## config.mk

```make
export PLATFORM = sky130hd
export DESIGN_NAME = encoder8_3_seq
export DESIGN_NICKNAME = d
export VERILOG_FILES = /design/src/rtl/encoder8_3_seq.sv
export SDC_FILE = /design/constraint.sdc
export NUM_CORES = 1
export LEC_CHECK = 0
export CORE_ASPECT_RATIO = 1.2
export CORE_MARGIN = 1.5
export CORE_UTILIZATION = 28
export CTS_BUF_LIST = sky130_fd_sc_hd__clkbuf_2 sky130_fd_sc_hd__clkbuf_4 sky130_fd_sc_hd__clkbuf_8
export DETAILED_ROUTE_END_ITERATION = 12
export PLACE_DENSITY = 0.54
export SYNTH_ARGS = -nofsm -noshare
export SYNTH_HDL_FRONTEND = slang
export SYNTH_SLANG_ARGS = --single-unit
```

## constraint.sdc

```tcl
create_clock -name clk -period 4.5 [get_ports clk]
set_input_delay 1.35 -clock clk [delete_from_list [all_inputs] [get_ports clk]]
set_output_delay 1.35 -clock clk [all_outputs]
set_load 0.01 [all_outputs]
```

## src/rtl/encoder8_3_seq.sv

```systemverilog
// Registered 8-to-3 one-hot encoder with a one-entry valid/ready output stage.
// Flags zero-hot and multi-hot inputs and keeps a saturating error count.
module encoder8_3_seq #(
    parameter int PRIORITY_MSB = 1,
    parameter int ERR_W        = 8
) (
    input  logic             clk,
    input  logic             rst,
    input  logic             in_valid,
    output logic             in_ready,
    input  logic [7:0]       in_data,
    output logic             out_valid,
    input  logic             out_ready,
    output logic [2:0]       out_code,
    output logic             out_zero,
    output logic             out_multi,
    input  logic             err_clr,
    output logic [ERR_W-1:0] err_cnt
);

    // state    | meaning
    // ST_EMPTY | output register holds nothing; out_valid=0
    // ST_FULL  | output register holds a result; out_valid=1
    typedef enum logic [0:0] {
        ST_EMPTY = 1'b0,
        ST_FULL  = 1'b1
    } state_t;

    state_t           r_state;
    state_t           w_state_nxt;
    logic [2:0]       r_code;
    logic             r_zero;
    logic             r_multi;
    logic [ERR_W-1:0] r_err;

    logic             w_accept;
    logic             w_load;
    logic [3:0]       w_ones;
    logic [2:0]       w_idx;
    logic             w_zero;
    logic             w_multi;
    logic             w_bad;
    logic [ERR_W-1:0] w_err_base;
    logic [ERR_W-1:0] w_err_nxt;

    assign out_valid = (r_state == ST_FULL);
    assign in_ready  = !out_valid || out_ready;
    assign w_accept  = in_valid && in_ready;

    assign out_code  = r_code;
    assign out_zero  = r_zero;
    assign out_multi = r_multi;
    assign err_cnt   = r_err;

    always_comb begin
        w_ones = 4'd0;
        for (int i = 0; i < 8; i++) begin
            w_ones = w_ones + {3'd0, in_data[i]};
        end
    end

    // Scan order decides which set bit survives: the last match wins.
    always_comb begin
        w_idx = 3'd0;
        if (PRIORITY_MSB != 0) begin
            for (int i = 0; i < 8; i++) begin
                if (in_data[i]) begin
                    w_idx = 3'(i);
                end
            end
        end else begin
            for (int i = 7; i >= 0; i--) begin
                if (in_data[i]) begin
                    w_idx = 3'(i);
                end
            end
        end
    end

    assign w_zero  = (w_ones == 4'd0);
    assign w_multi = (w_ones > 4'd1);
    assign w_bad   = w_zero || w_multi;

    always_comb begin
        w_state_nxt = r_state;
        w_load      = 1'b0;
        case (r_state)
            ST_EMPTY: begin
                if (w_accept) begin
                    w_state_nxt = ST_FULL;
                    w_load      = 1'b1;
                end
            end
            ST_FULL: begin
                if (out_ready) begin
                    if (w_accept) begin
                        w_load = 1'b1;
                    end else begin
                        w_state_nxt = ST_EMPTY;
                    end
                end
            end
            default: begin
                w_state_nxt = ST_EMPTY;
            end
        endcase
    end

    // Clear takes effect before the increment so a same-cycle error counts as 1.
    always_comb begin
        w_err_base = err_clr ? '0 : r_err;
        w_err_nxt  = w_err_base;
        if (w_accept && w_bad && (w_err_base != {ERR_W{1'b1}})) begin
            w_err_nxt = w_err_base + {{(ERR_W-1){1'b0}}, 1'b1};
        end
    end

    always_ff @(posedge clk) begin
        if (rst) begin
            r_state <= ST_EMPTY;
            r_code  <= 3'd0;
            r_zero  <= 1'b0;
            r_multi <= 1'b0;
            r_err   <= '0;
        end else begin
            r_state <= w_state_nxt;
            r_err   <= w_err_nxt;
            if (w_load) begin
                r_code  <= w_zero ? 3'd0 : w_idx;
                r_zero  <= w_zero;
                r_multi <= w_multi;
            end
        end
    end

endmodule

```

## After elaboration in Yosys (flattened, before gate mapping)

Cells that the tools add are included.

- Memory bits (read-only): 0
- Register bits after elaboration: 14
- Input port bits: 13
- Latch bits: 0
- Memories: 0
- Bits in writable memories: 0
- Output and inout port bits: 15

- $add $sub $neg: 8
- Order comparisons: 1
- Shift-type cells: 0
- Eq/ne operators: 1
- Muxes and demuxes: 15
- Reductions and logical operators: 7
- Div/mod/pow operators: 0
- Bitwise gates (word level): 1
- Multiply operators: 0

Operators with widths:

| cell | count |
|---|---|
| two-way mux 3 bit | 7 |
| adder 4 x 1 -> 4 bit | 4 |
| two-way mux 8 bit | 2 |
| adder 8 x 1 -> 8 bit (second input constant) | 1 |
| != test 8 bit (second input constant) | 1 |
| adder 3 x 1 -> 4 bit | 1 |
| greater-than comparator 4 x 1 -> 1 bit (second input constant) | 1 |
| zero test 4 bit | 1 |
| two-way mux 1 bit | 4 |
| one-hot mux 1 bit (2 select lines) | 2 |
| adder 2 x 1 -> 3 bit | 1 |
| logical AND 1 bit | 3 |
| adder 1 x 1 -> 2 bit | 1 |
| logical OR 1 bit | 2 |
| zero test 1 bit | 1 |
| inverter 1 bit | 1 |

## Logic depth before layout (Yosys ltp)

Gate-level depths: netlist of the first run.

- Depth after elaboration: 12
- Depth in mapped cells: 13
- Gate-level depth less buffers: 13

## Worst setup path after synthesis of the first run

Ideal clock, no wire load.

- Path type: input port to flip-flop
- Start point: in in_data[0]
- End point: reg r_err[7] (netlist: err_cnt[7])
- Required time: 4.377 ns
- Buffers on the path: 0
- Arrival time: 4.456 ns
- Cell stages on the path: 13
- Path slack: -0.079 ns
- Cell sequence: inv_1 fa_1 fa_1 fa_1 inv_1 ha_1 inv_1 fa_1 nor2b_1 a31o_1 a31oi_4 nand4_1 mux2_1

- Cells in the longest elaborated chain, start to end: 12
- Elaborated cells between the ends (all ways): 13
- Classes of those cells: add/sub: 7; order compare: 1; mux: 1; reduce/logical: 4

RTL lines:

| item | line | source |
|---|---|---|
| from (decl) | 11 | `input logic [7:0] in_data,` |
| adder 1 x 1 -> 2 bit * | 58 | `w_ones = w_ones + {3'd0, in_data[i]};` |
| adder 2 x 1 -> 3 bit * | 58 |  |
| adder 3 x 1 -> 4 bit * | 58 |  |
| adder 4 x 1 -> 4 bit * (4 in series) | 58 |  |
| greater-than comparator 4 x 1 -> 1 bit / zero test 4 bit (equally long branches) | 81, 80 |  |
| logical OR 1 bit * | 82 | `assign w_bad = w_zero \|\| w_multi;` |
| logical AND 1 bit * (2 in series) | 113 | `if (w_accept && w_bad && (w_err_base != {ERR_W{1'b1}})) begin` |
| two-way mux 8 bit * | 113 |  |
| to (signal assigned) | 127 | `r_err <= w_err_nxt;` |
| to (decl) | 34 | `logic [ERR_W-1:0] r_err;` |

Mark *: on every way between the ends. The rest lies on a longest branch, timed or not.
A chain may end at the register's enable or synchronous reset.

## Worst setup path in the final report of the first run

- Start point: in in_data[3]
- End point: reg r_err[7] (netlist: err_cnt[7])

- Cells in the longest elaborated chain, start to end: 10
- Elaborated cells between the ends (all ways): 11
- Classes of those cells: add/sub: 5; order compare: 1; mux: 1; reduce/logical: 4

RTL lines:

| item | line |
|---|---|
| adder 3 x 1 -> 4 bit * | 58 |
| adder 4 x 1 -> 4 bit * (4 in series) | 58 |
| greater-than comparator 4 x 1 -> 1 bit / zero test 4 bit (equally long branches) | 81, 80 |
| logical OR 1 bit * | 82 |
| logical AND 1 bit * (2 in series) | 113 |
| two-way mux 8 bit * | 113 |

Marks and branches as above.

==> impl_metrics.env, run 1 <==
export IMPL_area_growth_pct=44.5
export IMPL_hold_start="out_zero"
export IMPL_clock_fmax_mhz=229
export IMPL_power_switching_uw=127
export IMPL_seqCellArea_sq_um=280
export IMPL_reg2reg_slack_ns=2.43
export IMPL_synth_fp_nets=131
export IMPL_yosys_area_top_type="dfxtp_1"
export IMPL_r2r_cells=7
export IMPL_placementRows=22
export IMPL_status="complete, no violations"
export IMPL_synth_edf_count=0
export IMPL_ys_async_sr_fraction=0
export IMPL_avgSynthCellArea_sq_um=8.30
export IMPL_ioPinCount=28
export IMPL_peakVddDrop_uv=163
export IMPL_hpwl_mm=1.80
export IMPL_grt_max_degree=18
export IMPL_cts_root_buf="clkbuf_4"
export IMPL_drc=0
export IMPL_syn_area_sq_um=913
export IMPL_drt_iter0_markers=18
export IMPL_synth_warnings=0
export IMPL_multiInputGateArea_sq_um=586
export IMPL_tns_ns=0
export IMPL_wl_per_cell_um=12.4
export IMPL_grtUsageTotal=0.135
export IMPL_synth_cell_types=31
export IMPL_viasPerCell=5.01
export IMPL_path_class="input pin to flop"
export IMPL_diodes=0
export IMPL_drv_slew=0
export IMPL_placed_area_sq_mm=0.00128
export IMPL_seq_power_share=0.359
export IMPL_cts_tree="built"
export IMPL_synth_ff_type="dfxtp_1"
export IMPL_fin_crit_ns=4.37
export IMPL_ys_seq_area_frac=0.307
export IMPL_crit_fanout=4
export IMPL_min_period_over_period=0.971
export IMPL_routed_via_count=907
export IMPL_synth_area_leaders="dfxtp_1, fa_1, inv_1"
export IMPL_worst_pin_slew_ns=0.595
export IMPL_rsz0062_at_grt="no"
export IMPL_ys_seq_elements=14
export IMPL_crit_arrival_ns=4.55
export IMPL_portBuffers=27
export IMPL_hp_class="flop to flop"
export IMPL_synth_top_area_frac=0.307
export IMPL_grt_pass1_wl_mm=3.64
export IMPL_p_clk_frac=0.190
export IMPL_routabilityCongestion=0.743
export IMPL_firstDrtPassIters=4
export IMPL_clock_sinks=14
export IMPL_place_inst=178
export IMPL_crit_required_ns=4.68
export IMPL_htreeDepth=1
export IMPL_fillers=322
export IMPL_finClkSkew_ns=0.0160
export IMPL_die_h_um=65.6
export IMPL_synthCells=110
export IMPL_core_area_sq_mm=0.00308
export IMPL_instances_no_fill=181
export IMPL_relSlewSlack=0.602
export IMPL_path_clk_slew_ns=0.10
export IMPL_ant_nets=0
export IMPL_final_net_count=168
export IMPL_p_per_area_mw_per_mm2=289
export IMPL_start_util=0.296
export IMPL_grt_remaining_overflow=0
export IMPL_power_frac_comb=0.452
export IMPL_finalSetupViolations=0
export IMPL_hold_depth=2
export IMPL_holdPathEnd="out_zero"
export IMPL_p_leak_nw=0.554
export IMPL_antenna_found_initial=0
export IMPL_layout_drive_gt1_share=0.172
export IMPL_fin_util=0.428
export IMPL_cts_buffer_depth=2
export IMPL_design_area_sq_mm=0.00132
export IMPL_drv_cap=0
export IMPL_wl_mm=2.24
export IMPL_final_hold_viol_count=0
export IMPL_startpoint_type="input pin"
export IMPL_clkLatencyLatePin_ns=0.28
export IMPL_die_x_um=55.1
export IMPL_reg2reg_to="err_cnt[7]"
export IMPL_ctsHoldBuffers=0
export IMPL_intPower_uw=254
export IMPL_switching_share=0.334
export IMPL_dieArea_sq_mm=0.00362
export IMPL_r2r_start="err_cnt[1]"
export IMPL_first_global_vias=871
export IMPL_cts_buffers=3
export IMPL_end_kind="flop"
## area by class of cell
class / instances / share of cell area
Sequential cell: 14 / 0.212
Inverter: 18 / 0.0512
Multi-Input combinational cell: 75 / 0.444
Tap cell: 36 / 0.0341
Clock buffer: 3 / 0.0171
Timing Repair Buffer: 35 / 0.242
## critical path: stages
cell	delay, ns
buf_2	0.09
inv_2	0.04
fa_1	0.54
fa_1	0.44
fa_1	0.46
inv_1	0.07
ha_2	0.18
inv_2	0.04
fa_2	0.33
nor2b_4	0.14
a31o_4	0.22
a31oi_4	0.18
nand4_1	0.15
mux2_4	0.32
## what timing repair did
action,4_1_cts,5_1_grt
endpoints found under the setup margin,13,10
pin swaps,6,5
gates resized for setup,18,1
setup buffers,0,0
## state kept, by name, summed over array words and instances, names as in the netlist
register and cells:
out_valid 1, out_multi 1, out_zero 1, err_cnt 8, out_code 3
## cell usage after synthesis, types with 2 or more instances
cell type / count
fa_1: 4
nand4_1: 3
o211ai_1: 3
dfxtp_1: 14
mux2i_1: 3
nor3_1: 2
a21oi_1: 11
or3_1: 3
nor2_1: 9
inv_1: 18
nand2_1: 10
nand3_1: 2
nor2b_1: 4
ha_1: 4
a31o_1: 2
clkbuf_1: 3
## power groups by stage
stage          registers (mW)  clock network, mW  logic, mW
6_report                0.137             0.0723      0.172
5_1_grt                 0.138             0.0769      0.192
4_1_cts                 0.137             0.0741      0.172
3_5_place_dp            0.140                  0      0.158
3_3_place_gp            0.139                  0      0.154
2_1_floorplan           0.144                  0     0.0841
## per-stage QoR
step | hold slack [ns] | power (mW) | setup slack [ns]
after floorplan | 0.476 | 0.228 | -0.0596
after global placement | 0.444 | 0.293 | -0.568
after detailed placement | 0.451 | 0.298 | -0.685
after CTS | 0.462 | 0.384 | 0.0112
after global routing | 0.485 | 0.406 | 0.0179
final | 0.459 | 0.381 | 0.133
## metal layers
metal | global-route usage | share of wire | vias to the layer above
met5 | 0 | 0 | -
met4 | 0.0457 | 0.0054 | 0
met3 | 0.0227 | 0.037 | 2
met2 | 0.250 | 0.54 | 18
met1 | 0.148 | 0.42 | 436
li1 | - | - | 451
## kinds of logic after synthesis
kind of cell	Yosys count	share of synthesized area
xor+xnor	1	0.00959
mux	4	0.0452
fa+ha+maj	8	0.142
buf+inv	21	0.0863
simple gates	38	0.218
flops	14	0.307
compound gates	24	0.192
## worst max path at each step
stage                     startpoint         end
final                     in_data[3]  err_cnt[7]
after global routing      in_data[3]  err_cnt[7]
after CTS                 in_data[3]  err_cnt[7]
after detailed placement  in_data[0]  err_cnt[6]
after global placement    in_data[0]  err_cnt[6]
after floorplan           in_data[0]  err_cnt[7]
## cell usage in the layout (no fill, tap or decap), types with 7 or more instances in the layout
master           synthesis  routed
clkdlybuf4s50_1          0      24
inv_1                   18      16
dfxtp_1                 14      14
a21oi_1                 11      11
nand2_1                 10      10
nor2_1                   9       9
buf_4                    0       7
No activity file was read; power rests on OpenSTA's default activity.
==> run 2, diff against run 1 <==
CAP_MARGIN = 10   (was not set)
==> results of run 2 <==
Same layout as run 1: the final DEF is identical, and so are final timing and power.
==> run 3, diff against run 2 <==
CORE_MARGIN = not set   (was 1.5)
==> run 3 against run 2 <==
Against the previous run: hold slack better by 0.0031 ns; via count is the same; critical endpoint unchanged; sequential power is essentially flat; flip-flop and latch count did not move; global-route usage up 0.88 points; largest power group unchanged; critical path depth is the same; clock-buffer cell count rose by 1.
==> impl_metrics.env, run 3 (synthesis gave the netlist of run 1 again) <==
export IMPL_final_hold_viol_count=0
export IMPL_drc=0
export IMPL_p_total_uw=405
export IMPL_crit_chain="buf_2, inv_2, fa_1, fa_1, fa_1, inv_1, ha_2, inv_2, fa_2, nor2b_4, a31o_4, a31oi_4, nand4_1, mux2_4"
export IMPL_ioPinCount=28
export IMPL_r2r_cells=7
export IMPL_crit_required_ns=4.68
export IMPL_hp_class="flop to flop"
export IMPL_routabilityCongestion=0.751
export IMPL_clkLatencyLatePin_ns=0.29
export IMPL_finClkSkew_ns=0.00406
export IMPL_dieArea_sq_mm=0.00350
export IMPL_use_met2=0.244
export IMPL_die_h_um=64.6
export IMPL_fin_crit_ns=4.35
export IMPL_cts_tree="built"
export IMPL_finalSetupViolations=0
export IMPL_intPower_uw=274
export IMPL_rsz0062_at_grt="no"
export IMPL_place_inst=178
export IMPL_end_kind="flop"
export IMPL_path_class="input pin to flop"
export IMPL_critPathBufInv=4
export IMPL_fin_util=0.439
export IMPL_grt_max_degree=18
export IMPL_switching_share=0.324
export IMPL_reg2reg_to="err_cnt[7]"
export IMPL_clock_sinks=14
export IMPL_r2r_start="err_cnt[1]"
export IMPL_cp_slowest_cell="fa_1"
export IMPL_start_util=0.296
export IMPL_instances_no_fill=183
export IMPL_antenna_found_initial=0
export IMPL_min_period_over_period=0.967
export IMPL_worst_pin_slew_ns=0.602
export IMPL_path_depth=14
export IMPL_crit_family="adder cells"
export IMPL_wl_mm=2.16
export IMPL_drv_cap=0
export IMPL_path_common_cell="fa_1"
export IMPL_placementRows=22
export IMPL_core_area_sq_mm=0.00308
export IMPL_grtUsageTotal=0.144
export IMPL_final_net_count=169
export IMPL_cts_buffer_depth=2
export IMPL_power_switching_uw=131
export IMPL_diodes=0
export IMPL_cts_buffers=3
export IMPL_p_leak_nw=0.565
export IMPL_crit_fanout=4
export IMPL_p_per_area_mw_per_mm2=300
export IMPL_layout_drive_gt1_share=0.211
export IMPL_seq_power_share=0.337
export IMPL_largest_reg_flops=8
export IMPL_clock_fmax_mhz=230
export IMPL_ctsHoldBuffers=0
export IMPL_grt_remaining_overflow=0
export IMPL_firstDrtPassIters=4
export IMPL_critPathMaxStageDelay_ns=0.54
export IMPL_viasPerCell=4.96
export IMPL_reg2reg_slack_ns=2.39
export IMPL_htreeDepth=1
export IMPL_wl_per_cell_um=11.8
export IMPL_hold_start="out_code[0]"
export IMPL_crit_start="in_data[3]"
export IMPL_crit_arrival_ns=4.53
export IMPL_drv_slew=0
export IMPL_grt_busiest_layer="met2"
export IMPL_peakVddDrop_uv=138
export IMPL_routed_via_count=907
export IMPL_grt_pass1_wl_mm=3.68
export IMPL_relSlewSlack=0.597
export IMPL_power_frac_comb=0.430
export IMPL_status="complete, no violations"
export IMPL_cts_root_buf="clkbuf_4"
export IMPL_path_clk_slew_ns=0.09
export IMPL_layout_commonest_cell="clkdlybuf4s50_1"
export IMPL_hpwl_mm=1.75
export IMPL_startpoint_type="input pin"
export IMPL_portBuffers=27
export IMPL_first_global_vias=873
export IMPL_area_growth_pct=48.2
export IMPL_final_cell_mix="clkdlybuf4s50_1, inv_1, dfxtp_1, a21oi_1, nand2_1"
export IMPL_hold_slack_ns=0.462
export IMPL_drt_iter0_markers=16
export IMPL_tns_ns=0
export IMPL_crit_end="err_cnt[7]"
export IMPL_use_met3=0.0235
export IMPL_met1_usage=0.157
export IMPL_ant_nets=0
export IMPL_p_clk_frac=0.233
export IMPL_die_x_um=54.1
## run 3: worst reg2reg max path, stage by stage, from the launching register on
cell,delay [ns]
dfxtp_1,0.33
nor2b_1,0.14
ha_1,0.29
and4_1,0.21
a221o_1,0.35
a31oi_4,0.21
nand4_1,0.14
mux2_4,0.32
## run 3: repair_timing
item,in CTS,in global routing
pin swaps,7,5
gates resized for setup,21,4
buffers inserted,0,1
setup endpoints to repair,13,10
## run 3: routing by layer
metal  wire length (um)  up-vias  share of wire
li1                   -      457              -
met5                  0        -              0
met2               1100       24           0.51
met4                 61        0          0.028
met3                 90        6          0.042
met1                910      420           0.42
## run 3: worst min path at each step
stage                              to  cells past startpoint  slack, ns
final                     out_code[0]                      2       0.46
after global routing      out_code[2]                      2       0.48
after CTS                 out_code[0]                      2       0.46
after detailed placement  out_code[0]                      2       0.45
after global placement    out_code[2]                      2       0.44
after floorplan           out_code[2]                      2       0.48
## run 3: through the flow
| step | instance area, sq um | worst slack, ns |
|---|---|---|
| floorplan | 913 | -0.0596 |
| global placement | 1280 | -0.576 |
| detailed placement | 1280 | -0.689 |
| CTS | 1340 | 0.00799 |
| global route | 1350 | 0.0498 |
| finish | 1350 | 0.149 |
## run 3: power groups by stage
stage	registers, mW	clock network [mW]	logic (mW)
after floorplan	0.144	0	0.0841
after global placement	0.139	0	0.154
after detailed placement	0.140	0	0.156
after CTS	0.137	0.0984	0.166
after global routing	0.138	0.103	0.191
final	0.137	0.0944	0.174
## run 3: cell type report
cell class / instances / area, sq um
Clock buffer: 4 / 36.3
Multi-Input combinational cell: 75 / 598
Sequential cell: 14 / 280
Inverter: 18 / 67.6
Fill cell: 322 / 1730
Tap cell: 36 / 45.0
Timing Repair Buffer: 36 / 327
